## config.mk

```make
export PLATFORM = sky130hd
export DESIGN_NAME = rv32i_alu_debug_unit
export DESIGN_NICKNAME = d
export VERILOG_FILES = /design/src/rtl/rv32i_alu_pkg.sv /design/src/rtl/rv32i_alu_datapath.sv /design/src/rtl/rv32i_alu_debug_unit.sv
export SDC_FILE = /design/constraint.sdc
export NUM_CORES = 1
export LEC_CHECK = 0
export ABC_AREA = 1
export CAP_MARGIN = 20
export CORE_MARGIN = 3
export CORE_UTILIZATION = 59
export DETAILED_ROUTE_END_ITERATION = 10
export HOLD_SLACK_MARGIN = 0.03
export PLACE_DENSITY = 0.9
export REMOVE_ABC_BUFFERS = 1
export SLEW_MARGIN = 20
export SYNTH_ARGS = -nofsm -noshare
export SYNTH_HDL_FRONTEND = slang
export SYNTH_SLANG_ARGS = --single-unit
```

## constraint.sdc

```tcl
create_clock -name clk -period 3.9 [get_ports clk]
set_clock_uncertainty 0.2 [all_clocks]
set_input_delay 0.585 -clock clk [delete_from_list [all_inputs] [get_ports clk]]
set_output_delay 0.585 -clock clk [all_outputs]
set_load 0.1 [all_outputs]
```

## src/rtl/rv32i_alu_pkg.sv

```systemverilog
// Shared constants for the RV32I execute-stage ALU and its debug halt controller.
package rv32i_alu_pkg;

  localparam int unsigned XLEN_DEF   = 32;
  localparam int unsigned DBG_AW_DEF = 8;
  localparam int unsigned CTRL_W     = 4;
  localparam int unsigned DBG_DW     = 32;

  localparam logic [CTRL_W-1:0] ALU_AND  = 4'b0000;
  localparam logic [CTRL_W-1:0] ALU_OR   = 4'b0001;
  localparam logic [CTRL_W-1:0] ALU_ADD  = 4'b0010;
  localparam logic [CTRL_W-1:0] ALU_XOR  = 4'b0011;
  localparam logic [CTRL_W-1:0] ALU_SLL  = 4'b0100;
  localparam logic [CTRL_W-1:0] ALU_SRL  = 4'b0101;
  localparam logic [CTRL_W-1:0] ALU_SUB  = 4'b0110;
  localparam logic [CTRL_W-1:0] ALU_SLT  = 4'b0111;
  localparam logic [CTRL_W-1:0] ALU_SRA  = 4'b1000;
  localparam logic [CTRL_W-1:0] ALU_SLTU = 4'b1001;

  localparam logic [1:0] ALUOP_MEM    = 2'b00;
  localparam logic [1:0] ALUOP_BRANCH = 2'b01;
  localparam logic [1:0] ALUOP_RTYPE  = 2'b10;
  localparam logic [1:0] ALUOP_ITYPE  = 2'b11;

  localparam logic [DBG_AW_DEF-1:0] DBG_ADDR_CTRL    = 8'h00;
  localparam logic [DBG_AW_DEF-1:0] DBG_ADDR_STATUS  = 8'h04;
  localparam logic [DBG_AW_DEF-1:0] DBG_ADDR_SCRATCH = 8'h08;
  localparam logic [DBG_AW_DEF-1:0] DBG_ADDR_ALU_CAP = 8'h0C;
  localparam logic [DBG_AW_DEF-1:0] DBG_ADDR_STEPCNT = 8'h10;

  typedef enum logic [1:0] {
    ST_RUN    = 2'd0,
    ST_HALTED = 2'd1,
    ST_STEP   = 2'd2
  } halt_state_t;

endpackage

```

## src/rtl/rv32i_alu_datapath.sv

```systemverilog
// Combinational ALUOp/funct3/funct7 decode and 32-bit RV32I ALU with zero flag.
module rv32i_alu_datapath
  import rv32i_alu_pkg::*;
#(
  parameter int unsigned XLEN = XLEN_DEF
) (
  input  logic [1:0]        alu_op,
  input  logic [2:0]        funct3,
  input  logic [6:0]        funct7,
  input  logic [XLEN-1:0]   op_a,
  input  logic [XLEN-1:0]   op_b,
  output logic [CTRL_W-1:0] alu_ctrl,
  output logic [XLEN-1:0]   result,
  output logic              zero
);

  localparam int unsigned SHAMT_W = $clog2(XLEN);

  logic [SHAMT_W-1:0] shamt;
  logic               alt;
  logic               unused_funct7;

  assign shamt         = op_b[SHAMT_W-1:0];
  assign alt           = funct7[5];
  assign unused_funct7 = ^{funct7[6], funct7[4:0]};

  // I-type never treats funct7 as SUB selector (it is immediate bits), but SRAI still does
  always_comb begin
    alu_ctrl = ALU_ADD;
    case (alu_op)
      ALUOP_MEM:    alu_ctrl = ALU_ADD;
      ALUOP_BRANCH: alu_ctrl = ALU_SUB;
      default: begin
        case (funct3)
          3'b000:  alu_ctrl = (alu_op == ALUOP_RTYPE && alt) ? ALU_SUB : ALU_ADD;
          3'b001:  alu_ctrl = ALU_SLL;
          3'b010:  alu_ctrl = ALU_SLT;
          3'b011:  alu_ctrl = ALU_SLTU;
          3'b100:  alu_ctrl = ALU_XOR;
          3'b101:  alu_ctrl = alt ? ALU_SRA : ALU_SRL;
          3'b110:  alu_ctrl = ALU_OR;
          default: alu_ctrl = ALU_AND;
        endcase
      end
    endcase
  end

  always_comb begin
    result = '0;
    case (alu_ctrl)
      ALU_AND:  result = op_a & op_b;
      ALU_OR:   result = op_a | op_b;
      ALU_ADD:  result = op_a + op_b;
      ALU_XOR:  result = op_a ^ op_b;
      ALU_SLL:  result = op_a << shamt;
      ALU_SRL:  result = op_a >> shamt;
      ALU_SUB:  result = op_a - op_b;
      ALU_SLT:  result = XLEN'($signed(op_a) < $signed(op_b));
      ALU_SRA:  result = XLEN'($signed(op_a) >>> shamt);
      ALU_SLTU: result = XLEN'(op_a < op_b);
      default:  result = '0;
    endcase
  end

  assign zero = (result == '0);

endmodule

```

## src/rtl/rv32i_alu_debug_unit.sv

```systemverilog
// Execute-stage ALU plus JTAG-driven debug register bank and run/halt/step controller.
// Optional build macro ALU_RESULT_CAPTURE_EN adds the ALU_CAP result capture register.
module rv32i_alu_debug_unit
  import rv32i_alu_pkg::*;
#(
  parameter int unsigned XLEN   = XLEN_DEF,
  parameter int unsigned DBG_AW = DBG_AW_DEF
) (
  input  logic              clk,
  input  logic              reset,
  input  logic [1:0]        alu_op,
  input  logic [2:0]        funct3,
  input  logic [6:0]        funct7,
  input  logic [XLEN-1:0]   op_a,
  input  logic [XLEN-1:0]   op_b,
  output logic [CTRL_W-1:0] alu_ctrl,
  output logic [XLEN-1:0]   result,
  output logic              zero,
  input  logic              dbg_enable,
  input  logic              dbg_rd_wr,
  input  logic [DBG_AW-1:0] dbg_addr,
  input  logic [DBG_DW-1:0] dbg_wdata,
  output logic [DBG_DW-1:0] dbg_rdata,
  input  logic              dbg_step,
  input  logic              dbg_run,
  output logic              halt
);

  rv32i_alu_datapath #(.XLEN(XLEN)) u_datapath (
    .alu_op   (alu_op),
    .funct3   (funct3),
    .funct7   (funct7),
    .op_a     (op_a),
    .op_b     (op_b),
    .alu_ctrl (alu_ctrl),
    .result   (result),
    .zero     (zero)
  );

  halt_state_t       state;
  halt_state_t       next_state;
  logic              run_q;
  logic              step_q;
  logic              run_edge;
  logic              step_edge;
  logic              wr_en;
  logic              rd_en;
  logic              halt_wr;
  logic              stepcnt_wr;
  logic [DBG_DW-1:0] scratch;
  logic [DBG_DW-1:0] stepcnt;
  logic [DBG_DW-1:0] alu_cap;
  logic [DBG_DW-1:0] rd_mux;

  assign run_edge   = dbg_run  & ~run_q;
  assign step_edge  = dbg_step & ~step_q;
  assign wr_en      = dbg_enable &  dbg_rd_wr;
  assign rd_en      = dbg_enable & ~dbg_rd_wr;
  assign halt_wr    = wr_en && (dbg_addr == DBG_AW'(DBG_ADDR_CTRL)) && dbg_wdata[0];
  assign stepcnt_wr = wr_en && (dbg_addr == DBG_AW'(DBG_ADDR_STEPCNT));

  always_ff @(posedge clk or posedge reset) begin
    if (reset) begin
      run_q  <= 1'b0;
      step_q <= 1'b0;
    end else begin
      run_q  <= dbg_run;
      step_q <= dbg_step;
    end
  end

  always_ff @(posedge clk or posedge reset) begin
    if (reset) begin
      state <= ST_RUN;
      halt  <= 1'b0;
    end else begin
      state <= next_state;
      halt  <= (next_state == ST_HALTED);
    end
  end

  // Run edge always wins; a run edge during the step cycle resumes instead of re-halting
  always_comb begin
    next_state = state;
    case (state)
      ST_RUN: begin
        if (!run_edge && halt_wr) next_state = ST_HALTED;
      end
      ST_HALTED: begin
        if (run_edge)                   next_state = ST_RUN;
        else if (!halt_wr && step_edge) next_state = ST_STEP;
      end
      ST_STEP: begin
        next_state = run_edge ? ST_RUN : ST_HALTED;
      end
      default: next_state = ST_RUN;
    endcase
  end

  always_ff @(posedge clk or posedge reset) begin
    if (reset) begin
      scratch <= '0;
      stepcnt <= '0;
    end else begin
      if (wr_en && (dbg_addr == DBG_AW'(DBG_ADDR_SCRATCH))) scratch <= dbg_wdata;
      if (stepcnt_wr)              stepcnt <= '0;
      else if (state == ST_STEP)   stepcnt <= stepcnt + DBG_DW'(1);
    end
  end

`ifdef ALU_RESULT_CAPTURE_EN
  // Freezes on halt so the debugger sees the last result the core produced
  always_ff @(posedge clk or posedge reset) begin
    if (reset)      alu_cap <= '0;
    else if (!halt) alu_cap <= DBG_DW'(result);
  end
`else
  assign alu_cap = '0;
`endif

  always_comb begin
    rd_mux = '0;
    case (dbg_addr)
      DBG_AW'(DBG_ADDR_CTRL):    rd_mux = {31'b0, halt};
      DBG_AW'(DBG_ADDR_STATUS):  rd_mux = {30'b0, (state == ST_STEP), halt};
      DBG_AW'(DBG_ADDR_SCRATCH): rd_mux = scratch;
      DBG_AW'(DBG_ADDR_ALU_CAP): rd_mux = alu_cap;
      DBG_AW'(DBG_ADDR_STEPCNT): rd_mux = stepcnt;
      default:                   rd_mux = '0;
    endcase
  end

  always_ff @(posedge clk or posedge reset) begin
    if (reset)      dbg_rdata <= '0;
    else if (rd_en) dbg_rdata <= rd_mux;
  end

endmodule

```

==> summary.md, run 1 <==
| Metric | Value |
|---|---|
| Status | `stopped before the end` |
| Exit stage | `global routing (5_1_grt)` |
| Tool error | `[ERROR GRT-0116] Global routing finished with congestion. Check the congestion regions in the DRC Viewer.` |
| Mapped Area | `15500 sq um` |
| Post-synth top flop | `dfrtp_1` |
| Placed Instance Area | `21100 sq um` |
| Mapped Cells | `approximately 2900` |
| Most frequent cell after synthesis | `nand2_1` |
| Clk Tree Root Cell | `clkbuf_16` |
| Die height | `between 150 and 200 um` |
| H-tree depth | `3` |
| Vias in the first global route | `between 30000 and 40000` |
| TritonCTS buffer count | `9` |
| Grt total ovfl | `about 760` |
| Width of the die | `168 um` |
| Mapped Avg Cell Area | `5.40 sq um` |
| Initial Util | `60.8%` |
| Top Ports | `192` |
| DP Wirelength | `58700 um` |
| Leading area contributor after synthesis | `nand2_1` |
| Global placement routability congestion | `1.26` |
| CTS sink cnt | `between 100 and 150` |
| Cts hold-fix bufs | `0` |
| Tot GR Track Use | `88.7%` |
| Number of port buffers | `185` |
| Netlist cell types | `50` |
| EDFF count, synth | `0` |
| Ys async rst share | `100%` |
| Rows | `58` |
| Cells after DPL | `approximately 3700` |
| Synth area leaders | `nand2_1 22%, nand3_1 17%, dfrtp_1 16%` |
| First-pass GRT wire length | `199000 um` |
| Post-synthesis sequential area ratio | `between 10% and 20%` |
| Synth top area share | `between 20 and 25%` |
| Yosys warns | `0` |
| Largest net degree at the start of global routing | `88` |
| Flops & latches, synth | `approximately 100` |
| Maximum buffer depth of the clock tree | `2` |
| Synth cell count leaders | `903 x nand2_1, 530 x nand3_1, 377 x inv_1` |
[kinds of logic after synthesis]
group,synth area share (%)
simple gates,51.9
buf+inv,13.0
compound gates,9.20
fa+ha+maj,8.88
flops,16.3
xor+xnor,0.620
mux,0.145
[routing by layer]
metal / overflow / GRT usage [%]
met1: 24 / 85.3
met2: 471 / 103
met3: 31 / 78.6
met4: 222 / 92.0
met5: 7 / 48.3
[per-stage QoR]
| step | worst slack (ns) | TNS (ns) | utilization (%) |
|---|---|---|---|
| after floorplan | -2.28 | -16.91 | - |
| after detailed placement | -0.915 | -6.92 | 82.8 |
| after global placement | -0.636 | -2.09 | 82.8 |
| after CTS | 0.0000868 | 0 | 93.0 |
[what timing repair did]
| action | CTS |
|---|---|
| cloned | 3 |
| resized for setup | 650 |
| pin swaps | 170 |
| endpoints found under the setup margin | 33 |
| buffers inserted | 75 |
==> inputs of run 2 (changes only) <==
Settings changed: CORE_UTILIZATION 59 to 40, HOLD_SLACK_MARGIN 0.03 to not set, PLACE_DENSITY 0.9 to not set, PLACE_DENSITY_LB_ADDON set to 0.15.
==> run 2 against run 1 <==
  * The flow now finishes, with violations (setup timing)
  * Synthesized cell count unchanged
  * Synthesized area is the same
==> summary.md, run 2 <==
| Metric | Value |
|---|---|
| Share of cells above drive strength 1 | `between 30% and 40%` |
| Most frequent cells in the layout | `734 x nand2_1, 629 x buf_4, 458 x nand3_1, 277 x inv_1, 224 x nor2_1` |
| CTS sink cnt | `101 (unchanged)` |
| DP Worst Slack | `-0.965 ns (-0.0501 ns)` |
| Initial Util | `40.9% (-20 points)` |
| Residual DRC | `0` |
| Critical path's slowest cell | `ha_4` |
| Worst-path clk slew | `roughly 0.070 ns` |
| Synth area leaders | `nand2_1 22%, nand3_1 17%, dfrtp_1 16%` |
| Maximum buffer depth of the clock tree | `2 (unchanged)` |
| Netlist cell types | `50 (unchanged)` |
| Min-delay src | `dbg_rdata[3]` |
| CP max FO | `6` |
| Width of the die | `203 um (+21%)` |
| Number of hold violations in the final report | `0` |
| Slew Limit Headroom | `just under 30%` |
| Setup TNS | `-0.182 ns` |
| Global placement routability congestion | `1.07 (-15%)` |
| Power Density | `about 240 nW/um^2` |
| Largest family of logic cells by synthesized area | `simple AND/OR/NAND/NOR gates` |
| Largest net degree at the start of global routing | `65` |
| Vias per cell | `approximately 5.7` |
| Final wirelength | `~89000 um` |
| CP required | `~3.1 ns` |
| Syn-to-layout area delta | `69.0%` |
| Crit path DAT | `3.24 ns` |
| Status | `finished, violations left` |
| Period utilization | `103%` |
| Top Ports | `192 (unchanged)` |
| CTS tree | `done` |
| Setup crit end kind | `primary output` |
| Worst r2r dst | `stepcnt[17]` |
| Number of port buffers | `185 (unchanged)` |
| Vias in the first global route | `between 20000 and 25000` |
| Max VDD drop | `418 uV` |
| Post-synthesis sequential area ratio | `16.3% (unchanged)` |
| Total power | `6.37 mW` |
| Setup violations, final | `3` |
| Post-synthesis simple-gate area fraction | `51.9% (unchanged)` |
| Core Footprint | `around 38000 sq um` |
| Ant. Diodes | `0` |
| Hold path cells | `2` |
| Tot GR Track Use | `between 40 and 50%` |
| Most common cell after layout, fill and taps aside | `nand2_1` |
| Biggest regs | `dbg_rdata: 32 flops, scratch: 32 flops, stepcnt: 32 flops` |
| Synth Area in XOR/XNOR | `0.620% (unchanged)` |
| DP Wirelength | `69100 um (+18%)` |
| Multiplexer share of the synthesized area | `0.145% (unchanged)` |
| Synth Area in Adders | `8.88% (unchanged)` |
| DR pass1 iterations | `6` |
| Mapped Cells | `2874 (unchanged)` |
| Grt total ovfl | `0` |
| H-tree depth | `3 (unchanged)` |
| Slew @ Worst Pin | `1.06 ns` |
| Most frequent cell after synthesis | `nand2_1` |
| Max_cap viols | `0` |
| Achievable Freq | `approximately 250 MHz` |
| Post-synth top flop | `dfrtp_1` |
| Die area | `41200 sq um` |
| Worst R2R Start | `stepcnt[2]` |
| Final Slew Violations | `0` |
| Synth top area share | `21.8% (unchanged)` |
| Rows | `71 (+22%)` |
| Fillers | `roughly 3200` |
| Clk_lat worst skew | `between 0.3 and 0.4 ns` |
| Yosys warns | `0 (unchanged)` |
| Crit-path cells | `buf_4 -> inv_4 -> buf_6 -> ha_4 -> buf_4 -> nor2_2 -> nand2_2 -> nand4_1 -> buf_4 -> buf_4 -> buf_4 -> buf_4 -> nand3_2 -> nand3_2 -> nand3_2 -> nor2_1 -> nand2_1 -> nor2_1 -> nand2_1 -> nor2_1 -> nand2_1 -> nor2_2 -> buf_6 -> buf_12` |
| Antenna violations before repair | `1` |
| Final worst slack | `-0.129 ns` |
| EDFF count, synth | `0 (unchanged)` |
| Failing checks | `setup timing` |
| TritonCTS buffer count | `9 (unchanged)` |
| LEAKAGE | `roughly 14 nW` |
| Cts hold-fix bufs | `0 (unchanged)` |
| Tmin final | `a little over 4 ns` |
| Antenna-violating nets left | `0` |
| # nets final | `3878` |
| Ys async rst share | `100% (unchanged)` |
| Die height | `203 um (+21%)` |
| Critical path type | `input port to primary output` |
| Clk Tree Root Cell | `clkbuf_16` |
| Mapped Avg Cell Area | `5.40 sq um (unchanged)` |
| DR vias | `approximately 24000` |
| Leading area contributor after synthesis | `nand2_1` |
| Most Frequent Cell on Critical Path | `buf_4` |
| R2r setup slk | `~1.2 ns` |
| First-pass GRT wire length | `approximately 130000 um` |
| Wire length per cell | `roughly 21 um` |
| Initial DRC count | `2627` |
| Synth cell count leaders | `903 x nand2_1, 530 x nand3_1, 377 x inv_1` |
| Reg2Reg Depth | `11` |
| Startpoint Class | `input port` |
| Hold EP | `dbg_rdata[3]` |
| Complex-gate fraction of the synthesized area | `9.20% (unchanged)` |
| Hold Path Class | `flip-flop to flip-flop` |
| Critical path's largest stage delay | `between 0.15 and 0.2 ns` |
| Mapped Area | `15500 sq um (unchanged)` |
| RSZ-0062 raised after global routing | `true` |
| Flops & latches, synth | `101 (unchanged)` |
run 2: cell counts after synthesis:
Identical to the previous run, type by type.
run 2: worst max-delay path by stage:
| stage | slack, ns | to | start | cells after the start |
|---|---|---|---|---|
| global placement | -0.95 | zero | op_a[0] | 23 |
| finish | -0.13 | zero | op_b[2] | 24 |
| floorplan | -2.28 | zero | op_b[4] | 15 |
| CTS | 0.00008 | zero | op_b[4] | 22 |
| global route | -0.21 | zero | op_a[0] | 23 |
| detailed placement | -0.96 | zero | op_a[0] | 23 |
run 2: metal layers:
metal | track usage (%) | wire length, um
met4 | 22.6 | 6750
met2 | 68.4 | 40900
met3 | 4.36 | 7460
met1 | 49.8 | 33500
met5 | 0 | 17
run 2: repair_timing:
action / in CTS / in global routing
pin swaps: 202 / 132
endpoints found under the hold margin: 0 / 0
gates resized for setup: 799 / 214
buffers inserted: 67 / 34
setup endpoints to repair: 33 / 5
cloned: 1 / 2
run 2: cell families (layout without fill, tap and decap cells):
kind of cell    after synthesis  count (layout)
xor+xnor                     11              11
flops                       101             101
buf+inv                     512            1290
simple gates               1881            1881
compound gates              258             258
mux                           2               2
fa+ha+maj                   109             109
run 2: critical path: cells and delay by family:
kind	cells	cell delay [ns]
simple gates	13	1.33
buf+inv	10	1.14
fa+ha+maj	1	0.17
run 2: layout make-up:
type	count	area [sq um]	share of cell area [%]
Clock buffer	9	225	0.858
Clock inverter	7	82.6	0.315
Inverter	389	1510	5.76
Multi-Input combinational cell	2261	13400	51.2
Sequential cell	101	2530	9.63
Tap cell	511	639	2.44
Timing Repair Buffer	885	7830	29.8
run 2: through the flow:
| step | instance area (sq um) | cells | hold WS (ns) | utilization (%) |
|---|---|---|---|---|
| after floorplan | 15000 | 2751 | 0.224 | - |
| after detailed placement | 22500 | 4045 | 0.267 | 59.3 |
| after CTS | 25400 | 4128 | 0.286 | 66.8 |
| after global routing | 26200 | 4163 | 0.305 | 69.2 |
| after global placement | 22500 | 4045 | 0.233 | 59.3 |
| final | 26200 | 4163 | 0.287 | 69.2 |
run 2: where the power goes:
part | internal, mW | total [mW] | switching [mW]
logic | 1.77 | 4.37 | 2.59
registers | 1.06 | 1.07 | 0.00997
clock network | 0.507 | 0.927 | 0.421
Power figures use the tool's default switching activity.
